$ cat src/rtl/axi4lite_pkg.sv
// Shared definitions for the AXI4-Lite request arbiter: default bus widths
// and the 2-bit FSM state encodings.
package axi4lite_pkg;

   localparam int C_ADDR_W_DEF = 2;
   localparam int C_DATA_W_DEF = 8;

   typedef logic [1:0] state_t;

   localparam state_t ST_IDLE  = 2'd0;
   localparam state_t ST_ISSUE = 2'd1;
   localparam state_t ST_WAIT  = 2'd2;
   localparam state_t ST_RESP  = 2'd3;

endpackage

$ cat src/rtl/rr_arbiter2.sv
// Two-input round-robin grant. When both requests are pending, the one that
// was not granted last wins; a sole request always wins.
module rr_arbiter2 (
   input  logic [1:0] i_req,
   input  logic       i_last,
   output logic       o_grant,
   output logic       o_grant_valid
);

   // Grant index and valid flag from the pending requests and last-grant pointer
   always_comb begin
      o_grant_valid = |i_req;
      if (&i_req) o_grant = ~i_last;
      else        o_grant = i_req[1];
   end

endmodule

$ cat src/rtl/axi4lite_req_arbiter.sv
// Arbitrates two command requesters onto one AXI4-Lite style master port.
// One transaction is in flight at a time; requesters are served round-robin.
//
// state    | meaning
// ---------+----------------------------------------------------------
// ST_IDLE  | no transaction; accept a requester if any is valid
// ST_ISSUE | pulse mst_start_write or mst_start_read for one cycle
// ST_WAIT  | wait for mst_done, capture read data
// ST_RESP  | pulse the granted requester's resp_valid, update pointer
module axi4lite_req_arbiter
   import axi4lite_pkg::*;
#(
   parameter int C_M_AXI_ADDR_WIDTH = C_ADDR_W_DEF,
   parameter int C_M_AXI_DATA_WIDTH = C_DATA_W_DEF
) (
   input  logic                          m_axi_aclk,
   input  logic                          m_axi_aresetn,

   input  logic                          req0_valid,
   input  logic                          req0_write,
   input  logic [C_M_AXI_ADDR_WIDTH-1:0] req0_addr,
   input  logic [C_M_AXI_DATA_WIDTH-1:0] req0_wdata,
   output logic                          req0_ready,
   output logic                          req0_resp_valid,
   output logic [C_M_AXI_DATA_WIDTH-1:0] req0_resp_rdata,

   input  logic                          req1_valid,
   input  logic                          req1_write,
   input  logic [C_M_AXI_ADDR_WIDTH-1:0] req1_addr,
   input  logic [C_M_AXI_DATA_WIDTH-1:0] req1_wdata,
   output logic                          req1_ready,
   output logic                          req1_resp_valid,
   output logic [C_M_AXI_DATA_WIDTH-1:0] req1_resp_rdata,

   output logic                          mst_start_write,
   output logic                          mst_start_read,
   output logic [C_M_AXI_ADDR_WIDTH-1:0] mst_write_addr,
   output logic [C_M_AXI_ADDR_WIDTH-1:0] mst_read_addr,
   output logic [C_M_AXI_DATA_WIDTH-1:0] mst_wdata,
   input  logic                          mst_done,
   input  logic [C_M_AXI_DATA_WIDTH-1:0] mst_read_data,

   output logic                          busy,
   output logic                          grant_id
);

   state_t                        r_state;
   logic                          r_last;
   logic                          r_grant_id;
   logic                          r_write;
   logic [C_M_AXI_ADDR_WIDTH-1:0] r_addr;
   logic [C_M_AXI_DATA_WIDTH-1:0] r_wdata;
   logic [C_M_AXI_DATA_WIDTH-1:0] r_rdata0;
   logic [C_M_AXI_DATA_WIDTH-1:0] r_rdata1;

   logic                          w_grant;
   logic                          w_grant_valid;
   logic                          w_accept;
   logic                          w_sel_write;
   logic [C_M_AXI_ADDR_WIDTH-1:0] w_sel_addr;
   logic [C_M_AXI_DATA_WIDTH-1:0] w_sel_wdata;
   logic                          w_done;

   rr_arbiter2 u_rr (
      .i_req         ({req1_valid, req0_valid}),
      .i_last        (r_last),
      .o_grant       (w_grant),
      .o_grant_valid (w_grant_valid)
   );

   // Accept decode and command field mux for the winning requester; gated by
   // reset so ready stays low while the block is held in reset
   always_comb begin
      w_accept    = (r_state == ST_IDLE) & w_grant_valid & m_axi_aresetn;
      w_sel_write = w_grant ? req1_write : req0_write;
      w_sel_addr  = w_grant ? req1_addr  : req0_addr;
      w_sel_wdata = w_grant ? req1_wdata : req0_wdata;
      w_done      = (r_state == ST_WAIT) & mst_done;
   end

   // Transaction FSM plus latched command and grant bookkeeping
   always_ff @(posedge m_axi_aclk or negedge m_axi_aresetn) begin
      if (!m_axi_aresetn) begin
         r_state    <= ST_IDLE;
         r_last     <= 1'b1;
         r_grant_id <= 1'b0;
         r_write    <= 1'b0;
         r_addr     <= '0;
         r_wdata    <= '0;
      end else begin
         case (r_state)
            ST_IDLE: begin
               if (w_accept) begin
                  r_state    <= ST_ISSUE;
                  r_grant_id <= w_grant;
                  r_write    <= w_sel_write;
                  r_addr     <= w_sel_addr;
                  r_wdata    <= w_sel_wdata;
               end
            end
            ST_ISSUE: r_state <= ST_WAIT;
            ST_WAIT: begin
               if (mst_done) r_state <= ST_RESP;
            end
            ST_RESP: begin
               r_state <= ST_IDLE;
               r_last  <= r_grant_id;
            end
            default: r_state <= ST_IDLE;
         endcase
      end
   end

   // Read data capture into the served requester's holding register only
   always_ff @(posedge m_axi_aclk or negedge m_axi_aresetn) begin
      if (!m_axi_aresetn) begin
         r_rdata0 <= '0;
         r_rdata1 <= '0;
      end else if (w_done) begin
         if (r_grant_id) r_rdata1 <= mst_read_data;
         else            r_rdata0 <= mst_read_data;
      end
   end

   // Output decode from state and latched command
   always_comb begin
      req0_ready      = w_accept & ~w_grant;
      req1_ready      = w_accept &  w_grant;
      req0_resp_valid = (r_state == ST_RESP) & ~r_grant_id;
      req1_resp_valid = (r_state == ST_RESP) &  r_grant_id;
      req0_resp_rdata = r_rdata0;
      req1_resp_rdata = r_rdata1;
      mst_start_write = (r_state == ST_ISSUE) &  r_write;
      mst_start_read  = (r_state == ST_ISSUE) & ~r_write;
      mst_write_addr  = r_addr;
      mst_read_addr   = r_addr;
      mst_wdata       = r_wdata;
      busy            = (r_state != ST_IDLE);
      grant_id        = r_grant_id;
   end

endmodule

$ cat config.mk
export PLATFORM = sky130hd
export DESIGN_NAME = axi4lite_req_arbiter
export DESIGN_NICKNAME = d
export VERILOG_FILES = /design/src/rtl/axi4lite_pkg.sv /design/src/rtl/rr_arbiter2.sv /design/src/rtl/axi4lite_req_arbiter.sv
export SDC_FILE = /design/constraint.sdc
export NUM_CORES = 1
export LEC_CHECK = 0
export ABC_AREA = 1
export BUFFER_PORTS_ARGS = -buffer_cell sky130_fd_sc_hd__buf_2
export CORE_ASPECT_RATIO = 0.8
export CORE_UTILIZATION = 49
export CTS_CLUSTER_DIAMETER = 50
export DETAILED_ROUTE_END_ITERATION = 7
export PLACE_DENSITY = 0.89
export SETUP_SLACK_MARGIN = 0.02
export SLEW_MARGIN = 20
export SYNTH_ARGS = -nofsm -noshare
export SYNTH_HDL_FRONTEND = slang
export SYNTH_HIERARCHICAL = 1
export SYNTH_SLANG_ARGS = --single-unit
$ cat constraint.sdc
create_clock -name m_axi_aclk -period 2.15 [get_ports m_axi_aclk]
set_input_delay 0.1075 -clock m_axi_aclk [delete_from_list [all_inputs] [get_ports m_axi_aclk]]
set_output_delay 0.1075 -clock m_axi_aclk [all_outputs]
set_load 0.03 [all_outputs]
==> metrics, run 1 <==
status finished, final reports clean; yosys warns 6; CTS Sinks 31; Post-Syn Area 1460 µm²; critical path's slowest cell dfrtp_1; met2 usage 40.7%; Async SR Flop Fraction 100%; cells on worst reg2reg path 6; DR pass1 iterations 4; crit-path max FO 16; Final nets just under 300; Clock transition at path regs 0.07 ns; family with the most delay on the worst path simple AND/OR/NAND/NOR gates; hold path endpoint req0_resp_rdata[3]; RSZ-0062 raised after global routing no; hold path startpoint mst_read_data[3]; gr busiest metal met2; core area 2790 µm²; Tmin final 1.89 ns; HP Class input port to flip-flop; synthesized instance count 185; count leader, synth nand2_1; initial core utilization between 50% and 60%; CTS Buf Count 5; CTS Buffer Depth 2; number of port buffers 70; Hold Crit Depth 3; Crit path largest cell delay roughly 0.42 ns; Final Setup Violations 0; Worst-Skew Late Latency 0.29 ns; Synth area leaders dfrtp_1 (52%), nand2_1 (24%), o21ai_1 (5.5%), inv_1 (4.9%), ha_1 (3.4%); Synth top area share about half; largest net degree at the start of global routing 32; Die ar. 3190 µm²; Post-synth top cells nand2_1 (93), dfrtp_1 (30), inv_1 (19); Worst setup EP type output port; worst vdd ir 0.000683 V; Overall Global Routing Usage about 24%; max-slew violations 0; final hold vios 0; Final Cycle Share approximately 88%; detailed placer's ending HPWL 2490 µm; DRT Wirelength 3410 µm; I/O pins 71; Cell Chain, Critical Path inv_1 > ha_1 > nand3_2 > nor2_1 > buf_2; R2R setup slack 0.52 ns; Slew @ Worst Pin 0.533 ns; Synth Net Count 224; Leak around 0.0012 µW; Routed WL per cell approximately 12 µm; clk_skew 0.00792 ns; vias per cell 4.71; post-synthesis sequential area ratio 53.4%; WP data arrival 1.78 ns; Seq cells post-synth 31; # DRC 0; # rows 17; TritonCTS clock tree built; die width 62.9 µm; initial antenna violation count 0; H-tree lvl count 2; GRT Residual Overflow 0; setup TNS 0 ns; Pwr per Cell Area between 1500 and 2000 nW/µm²; Inserted Diodes 0; total power 3120 µW; Synth Flop Type dfrtp_1; Syn-to-layout area delta 33.7%; met3 Usage GRT 6.59%; CTS root buf clkbuf_8; vias in the first global route 1348; Initial DRC Count 72; Mean Syn Cell Area 7.87 µm²; Synth cell types 15; worst path buffer plus inverter count 2; CP startpoint kind flip-flop; fmax 530 MHz; CP required 2.04 ns; fraction of layout cells with a size suffix above 1 33.1%; Post-synth EDFFs 0; max_slew headroom 64.5%; critical path class flip-flop to output port; Die H 50.7 µm; Synth area leader dfrtp_1; RR Endpoint mst_wdata[5]; met1 Usage GRT 28.3%; setup bufs post-CTS 0; R2R Path Start r_state[0]; Max Cap Viol 0; GP Congestion 0.772; first-pass GRT wire length approximately 5700 µm; vias ~1400; DRT antenna net count 0
-- worst reg2reg max path, cell delays in order (launching register included) --
cell     delay [ns]
dfrtp_1        0.42
inv_1          0.10
ha_1           0.20
nand3_2        0.27
inv_1          0.38
nand2_1        0.11
nand2_1        0.09
-- worst max-delay path by stage --
| stage | to | slack, ns | start | depth (start not counted) |
|---|---|---|---|---|
| finish | req0_ready | 0.26 | r_state[0] | 5 |
| global route | req0_ready | 0.11 | r_state[0] | 5 |
| CTS | req0_ready | 0.25 | r_state[0] | 5 |
| detailed placement | req1_ready | 0.29 | r_last | 4 |
| global placement | req1_ready | 0.31 | r_last | 4 |
| floorplan | req1_ready | 0.63 | r_state[0] | 5 |
-- cell families (layout without fill, tap and decap cells) --
family,count (synthesis),after routing,share of synthesized area (%)
AND/OR/NAND/NOR,104,104,28.6
flip-flops,31,31,53.4
buffers and inverters,28,100,8.34
AO/OA/AOI/OAI,18,18,6.19
adder cells (fa/ha/maj),4,4,3.44
-- power breakdown --
group / internal (µW) / switching, µW / total (µW)
sequential: 858 / 164 / 1020
combinational: 436 / 1080 / 1510
clock: 374 / 213 / 587
total: 1670 / 1450 / 3120
-- cell type report --
type                    instances  area [µm²]
multi-input cells             126         561
flip-flops and latches         31         777
clock buffers                   6        82.6
repair buffers                 72         368
clock inverters                 2        35.0
well taps                      38        47.5
fillers                       241         841
inverters                      20        75.1
-- sequential cells by signal (all words and copies together), names as in the netlist --
register and flops:
mst_read_addr 2, req1_resp_rdata 8, r_state 2, r_last 1, req0_resp_rdata 8, r_write 1
mst_wdata 8, grant_id 1
-- stage by stage --
| step | std cells | instance area (µm²) | hold WS [ns] | util [%] | setup WS [ns] |
|---|---|---|---|---|---|
| after floorplan | 185 | 1460 | -0.188 | - | 0.629 |
| after global placement | 286 | 1810 | 0.170 | 65.1 | 0.309 |
| after detailed placement | 286 | 1810 | 0.179 | 65.1 | 0.287 |
| after CTS | 295 | 1950 | 0.0685 | 69.8 | 0.250 |
| after global routing | 295 | 1950 | 0.0749 | 69.8 | 0.106 |
| final | 295 | 1950 | 0.0702 | 69.8 | 0.263 |
-- metal layers --
metal / wire (µm) / up-vias
li1: - / 701
met1: 1450 / 634
met2: 1710 / 45
met3: 168 / 10
met4: 79 / 0
met5: 0 / -
-- cell usage in the layout (no fill, tap or decap) --
cell	instances
nand2_1	93
buf_2	70
dfrtp_1	30
inv_1	19
o21ai_1	16
clkbuf_8	6
nor2_1	4
ha_1	4
nand3_2	3
or2_1	2
nand3_1	2
inv_2	1
a21oi_1	1
bufinv_16	1
clkinv_2	1
dlygate4sd3_1	1
buf_4	1
dfstp_2	1
a21oi_2	1
-- repair_timing --
action / 4_1_cts / 5_1_grt
gates resized for setup: 1 / 0
endpoints found under the hold margin: 30 / 0
hold buffers: 1 / 0
endpoints found under the setup margin: 1 / 0
No activity file was read; power rests on OpenSTA's default activity.
==> inputs of run 2 (changes only) <==
--- a/config.mk
+++ b/config.mk
@@ -8,10 +8,11 @@
 export ABC_AREA = 1
 export BUFFER_PORTS_ARGS = -buffer_cell sky130_fd_sc_hd__buf_2
 export CORE_ASPECT_RATIO = 0.8
-export CORE_UTILIZATION = 49
+export CORE_UTILIZATION = 51
+export CTS_BUF_LIST = sky130_fd_sc_hd__clkbuf_8
 export CTS_CLUSTER_DIAMETER = 50
 export DETAILED_ROUTE_END_ITERATION = 7
-export PLACE_DENSITY = 0.89
+export PLACE_DENSITY = 0.92
 export SETUP_SLACK_MARGIN = 0.02
 export SLEW_MARGIN = 20
 export SYNTH_ARGS = -nofsm -noshare
==> run 2 against run 1 <==
Die area shrank 3.8%. Sequential cell count is the same. Critical path depth shrank 1. Critical endpoint is now req1_ready. Count of clock-buffer cells in the layout is the same. Hold slack gained 0.014 ns. Global-route usage grew 0.65 points. Highest routed layer unchanged. Total power shrank 0.34%. Register-to-register slack gained 0.02 ns. Wire length shrank 4.4%.
==> metrics, run 2 (synthesis gave the netlist of run 1 again) <==
total power 3110 µW; # rows 16; worst vdd ir 0.00114 V; initial antenna violation count 0; # DRC 0; Critical Path Sink req1_ready; final hold vios 0; detailed placer's ending HPWL roughly 2400 µm; Pwr per Cell Area around 1600 nW/µm²; crit-path max FO 13; number of port buffers 70; Worst setup EP type output port; vias in the first global route 1324; DR pass1 iterations 4; setup TNS 0 ns; Max Cap Viol 0; Inserted Diodes 0; CTS Buf Count 5; GP Congestion a little under 0.8; HP Class input port to flip-flop; TritonCTS clock tree built; fmax 524 MHz; CP required around 2 ns; Final nets 295; uppermost routed layer met4; RR Endpoint mst_wdata[7]; DR WL met3 170 µm; core area 2580 µm²; Die ar. slightly above 3000 µm²; Slew @ Worst Pin 0.533 ns; Syn-to-layout area delta 33.5%; H-tree lvl count 2; Hold Crit Depth 3; R2R Path Start r_state[0]; most frequent cells in the layout nand2_1 (93), buf_2 (70), dfrtp_1 (30), inv_1 (19), o21ai_1 (16); clk_skew approximately 0.0033 ns; Worst-Skew Late Latency 0.28 ns; CTS Buffer Depth 2; DRT antenna net count 0; R2R setup slack 0.54 ns; Final Setup Violations 0; CTS Sinks 31; commonest non-fill, non-tap cell in the layout nand2_1; vias per cell 4.60; max_slew headroom between 60% and 70%; Die H 49.8 µm; I/O pins 71; critical path's slowest cell a21oi_2; largest net degree at the start of global routing 32; die width 61.7 µm; Tmin final ~1.9 ns; status finished, final reports clean; Initial DRC Count 45; met1 WL 1500 µm; CTS root buf clkbuf_8; first-pass GRT wire length 5460 µm; Clock transition at path regs around 0.06 ns; CP startpoint kind flip-flop; Routed WL per cell 11.1 µm; setup bufs post-CTS 0; Cell Chain, Critical Path a21oi_2 > inv_1 > nor2_1 > buf_2; routed wl met2 1560 µm; initial core utilization 56.3%; Leak 0.00120 µW; critical path class flip-flop to output port; Overall Global Routing Usage 24.8%; Final Cycle Share 88.8%; max-slew violations 0; DRT Wirelength 3260 µm; Crit path largest cell delay 0.43 ns; vias 1347; cells on worst reg2reg path 6; RSZ-0062 raised after global routing no; Worst setup startpoint r_last; WP data arrival around 1.8 ns; GRT Residual Overflow 0; fraction of layout cells with a size suffix above 1 33.1%
[run 2: cell counts in the layout (fill, tap and decap cells not counted)]
No cell type changed its count.
[run 2: power breakdown]
part / leakage, µW / internal, µW / switching, µW / total, µW
registers: 0.000386 / 858 / 162 / 1020
logic: 0.000757 / 438 / 1080 / 1510
clock network: 0.0000612 / 374 / 203 / 577
total: 0.00120 / 1670 / 1440 / 3110
[run 2: worst max-delay path: cells and delay by family (launching register included)]
family                 cells  cell delay (ns)
AO/OA/AOI/OAI              1             0.43
AND/OR/NAND/NOR            1             0.18
flip-flops                 1             0.38
buffers and inverters      2             0.53
[run 2: worst min-delay path by stage]
| stage | start | to | slack (ns) |
|---|---|---|---|
| 3_3_place_gp | m_axi_aresetn | r_write | 0.17 |
| 2_1_floorplan | m_axi_aresetn | grant_id | -0.19 |
| 6_report | mst_read_data[1] | req1_resp_rdata[1] | 0.08 |
| 5_1_grt | mst_read_data[5] | req1_resp_rdata[5] | 0.08 |
| 4_1_cts | mst_read_data[7] | req1_resp_rdata[7] | 0.08 |
| 3_5_place_dp | m_axi_aresetn | r_write | 0.18 |
[run 2: timing repair]
item | CTS | global route
hold buffers | 1 | 0
endpoints found under the setup margin | 1 | 0
gates resized for setup | 1 | 0
endpoints found under the hold margin | 30 | 0
[run 2: metal layers]
layer	track usage [%]	vias up
li1	-	697
met1	30.0	603
met2	39.4	43
met3	8.14	4
met4	11.5	0
met5	0	-
[run 2: metrics by stage]
step / utilization, % / setup slack (ns) / cells / instance area [µm²] / hold WS, ns
global route: 75.2 / 0.106 / 293 / 1940 / 0.0815
floorplan: - / 0.629 / 185 / 1460 / -0.188
global placement: 70.2 / 0.327 / 284 / 1810 / 0.167
CTS: 75.2 / 0.228 / 293 / 1940 / 0.0761
finish: 75.2 / 0.241 / 293 / 1940 / 0.0838
detailed placement: 70.2 / 0.201 / 284 / 1810 / 0.175
[run 2: cell type report]
class	instances	area, µm²
Inverter	20	75.1
Clock buffer	6	82.6
Sequential cell	31	777
Fill cell	188	639
Timing Repair Buffer	72	368
Multi-Input combinational cell	126	561
Clock inverter	2	35.0
Tap cell	36	45.0
==> inputs of run 3 (changes only) <==
--- a/config.mk
+++ b/config.mk
@@ -6,13 +6,13 @@
 export NUM_CORES = 1
 export LEC_CHECK = 0
 export ABC_AREA = 1
-export BUFFER_PORTS_ARGS = -buffer_cell sky130_fd_sc_hd__buf_2
 export CORE_ASPECT_RATIO = 0.8
-export CORE_UTILIZATION = 51
+export CORE_UTILIZATION = 55
 export CTS_BUF_LIST = sky130_fd_sc_hd__clkbuf_8
 export CTS_CLUSTER_DIAMETER = 50
 export DETAILED_ROUTE_END_ITERATION = 7
-export PLACE_DENSITY = 0.92
+export DONT_BUFFER_PORTS = 1
+export PLACE_DENSITY = 0.75
 export SETUP_SLACK_MARGIN = 0.02
 export SLEW_MARGIN = 20
 export SYNTH_ARGS = -nofsm -noshare
==> run 3 against run 2 <==
Clock skew rose by 0.0013 ns. Maximum frequency grew 3.9%. Non-clock buffer count fell by 60. Largest cell class unchanged. Wire length fell by 6.8%. Total power decreased by 8.7%. Clock power shrank 0.7%. Sequential power up 52%. Hold slack got worse by 0.053 ns. Global-route usage fell by 1.9 points. Combinational power fell by 52%.
==> metrics, run 3 (synthesis gave the netlist of run 1 again) <==
status finished, final reports clean; CTS Sinks 31; most frequent cells in the layout nand2_1 (93), dfrtp_1 (30), inv_1 (19), o21ai_1 (16), dlygate4sd3_1 (9); Overall Global Routing Usage 22.9%; CTS Buf Count 5; design area 1700 µm²; Worst-Skew Late Latency 0.28 ns; DR pass1 iterations 4; commonest non-fill, non-tap cell in the layout nand2_1; Max Cap Viol 0; Die ar. 2860 µm²; setup TNS 0 ns; first-pass GRT wire length 4620 µm; DRT antenna net count 0; WP data arrival 1.73 ns; core area 2480 µm²; TritonCTS clock tree built; R2R setup slack 0.53 ns; crit-path max FO 13; Final nets about 240; GP Congestion 0.709; family with the most delay on the worst path buffers and inverters; final hold vios 0; storage element area approximately 780 µm²; # rows 16; worst vdd ir between 0.0007 and 0.0008 V; Routed WL per cell 13.0 µm; Crit path largest cell delay about 0.43 ns; CP startpoint kind flip-flop; HP Class input port to flip-flop; vias in the first global route ~1100; DRT Wirelength 3040 µm; die width 59.5 µm; detailed placer's ending HPWL approximately 2100 µm; worst path buffer plus inverter count 2; critical path's slowest cell a21oi_2; # DRC 0; Pwr per Cell Area around 1700 nW/µm²; initial antenna violation count 0; fill count 217; CP required 2.04 ns; dpl cell area 1470 µm²; I/O pins just over 70; H-tree lvl count 2; vias per cell 5.06; CTS Buffer Depth 2; vias ~1200; max_slew headroom 61.7%; Initial DRC Count 27; initial core utilization 58.6%; fraction of layout cells with a size suffix above 1 8.63%; Worst setup EP type output port; Hold Slack 0.0306 ns; Clock transition at path regs 0.06 ns; max-slew violations 0; number of port buffers 0; RSZ-0062 raised after global routing no; Inserted Diodes 0; GRT Residual Overflow 0; area of the multi-input gates 561 µm²; Cell Chain, Critical Path a21oi_2 > inv_1 > nor2_1 > buf_4; Tmin final 1.84 ns; fmax 544 MHz; Final Setup Violations 0; Leak 0.000952 µW; Slew @ Worst Pin 0.574 ns; Die H 48.0 µm; clk_skew about 0.0046 ns; setup bufs post-CTS 0; critical path class flip-flop to output port; CTS root buf clkbuf_8; Syn-to-layout area delta 16.9%; largest net degree at the start of global routing 32; Final Cycle Share between 80% and 90%
-- run 3: changes by cell type in the layout (fill, tap and decap cells not counted) --
cell | before | now
dlygate4sd3_1 | 1 | 9
buf_4 | 1 | 2
buf_12 | 0 | 1
buf_2 | 70 | 0
-- run 3: timing repair --
action | 4_1_cts | 5_1_grt
hold buffers | 10 | 0
gates resized for setup | 1 | 0
hold endpoints to repair | 46 | 0
setup endpoints to repair | 1 | 0
-- run 3: final timing paths --
check                                    from            endpoint  cells after the start
worst max-delay path                   r_last          req1_ready                      4
min in group asynchronous       m_axi_aresetn  req1_resp_rdata[4]                      2
worst min-delay path            req0_wdata[1]        mst_wdata[1]                      4
worst max register to register     r_state[1]    mst_read_addr[1]                      6
worst min register to register         r_last              r_last                      2
max in group asynchronous       m_axi_aresetn              r_last                      2
-- run 3: final cells by class --
type                       instances  share of cell area (%)
sequential                        31                    45.7
multi-input combinational        126                    33.0
timing repair buffer              12                    7.36
clock buffer                       6                    4.86
inverter                          20                    4.42
tap                               36                    2.65
clock inverter                     2                    2.06
-- run 3: worst min-delay path, stage by stage --
cell,delay [ns]
nand2_1,0.03
nand2_1,0.05
nand2_1,0.04
nand2_1,0.04
-- run 3: power breakdown --
part,switching (µW),total [µW],internal (µW)
logic,475,718,243
clock network,199,573,374
registers,699,1550,851
total,1370,2840,1470
-- run 3: stage by stage --
stage / setup slack, ns / total power [µW] / instances / util (%)
floorplan: 0.629 / 2110 / 185 / -
global placement: 0.352 / 2190 / 215 / 59.2
detailed placement: 0.278 / 2240 / 215 / 59.2
CTS: 0.325 / 2860 / 233 / 68.5
global route: 0.0931 / 3030 / 233 / 68.5
finish: 0.313 / 2840 / 233 / 68.5
-- run 3: per-layer routing --
metal  GRT usage (%)  vias to the layer above  share of wire, %
met5               0                        -                 0
met4            7.44                        0              0.82
met3            9.73                        5               7.3
met2            39.8                       39                51
met1            26.4                      555                41
li1                -                      581                 -
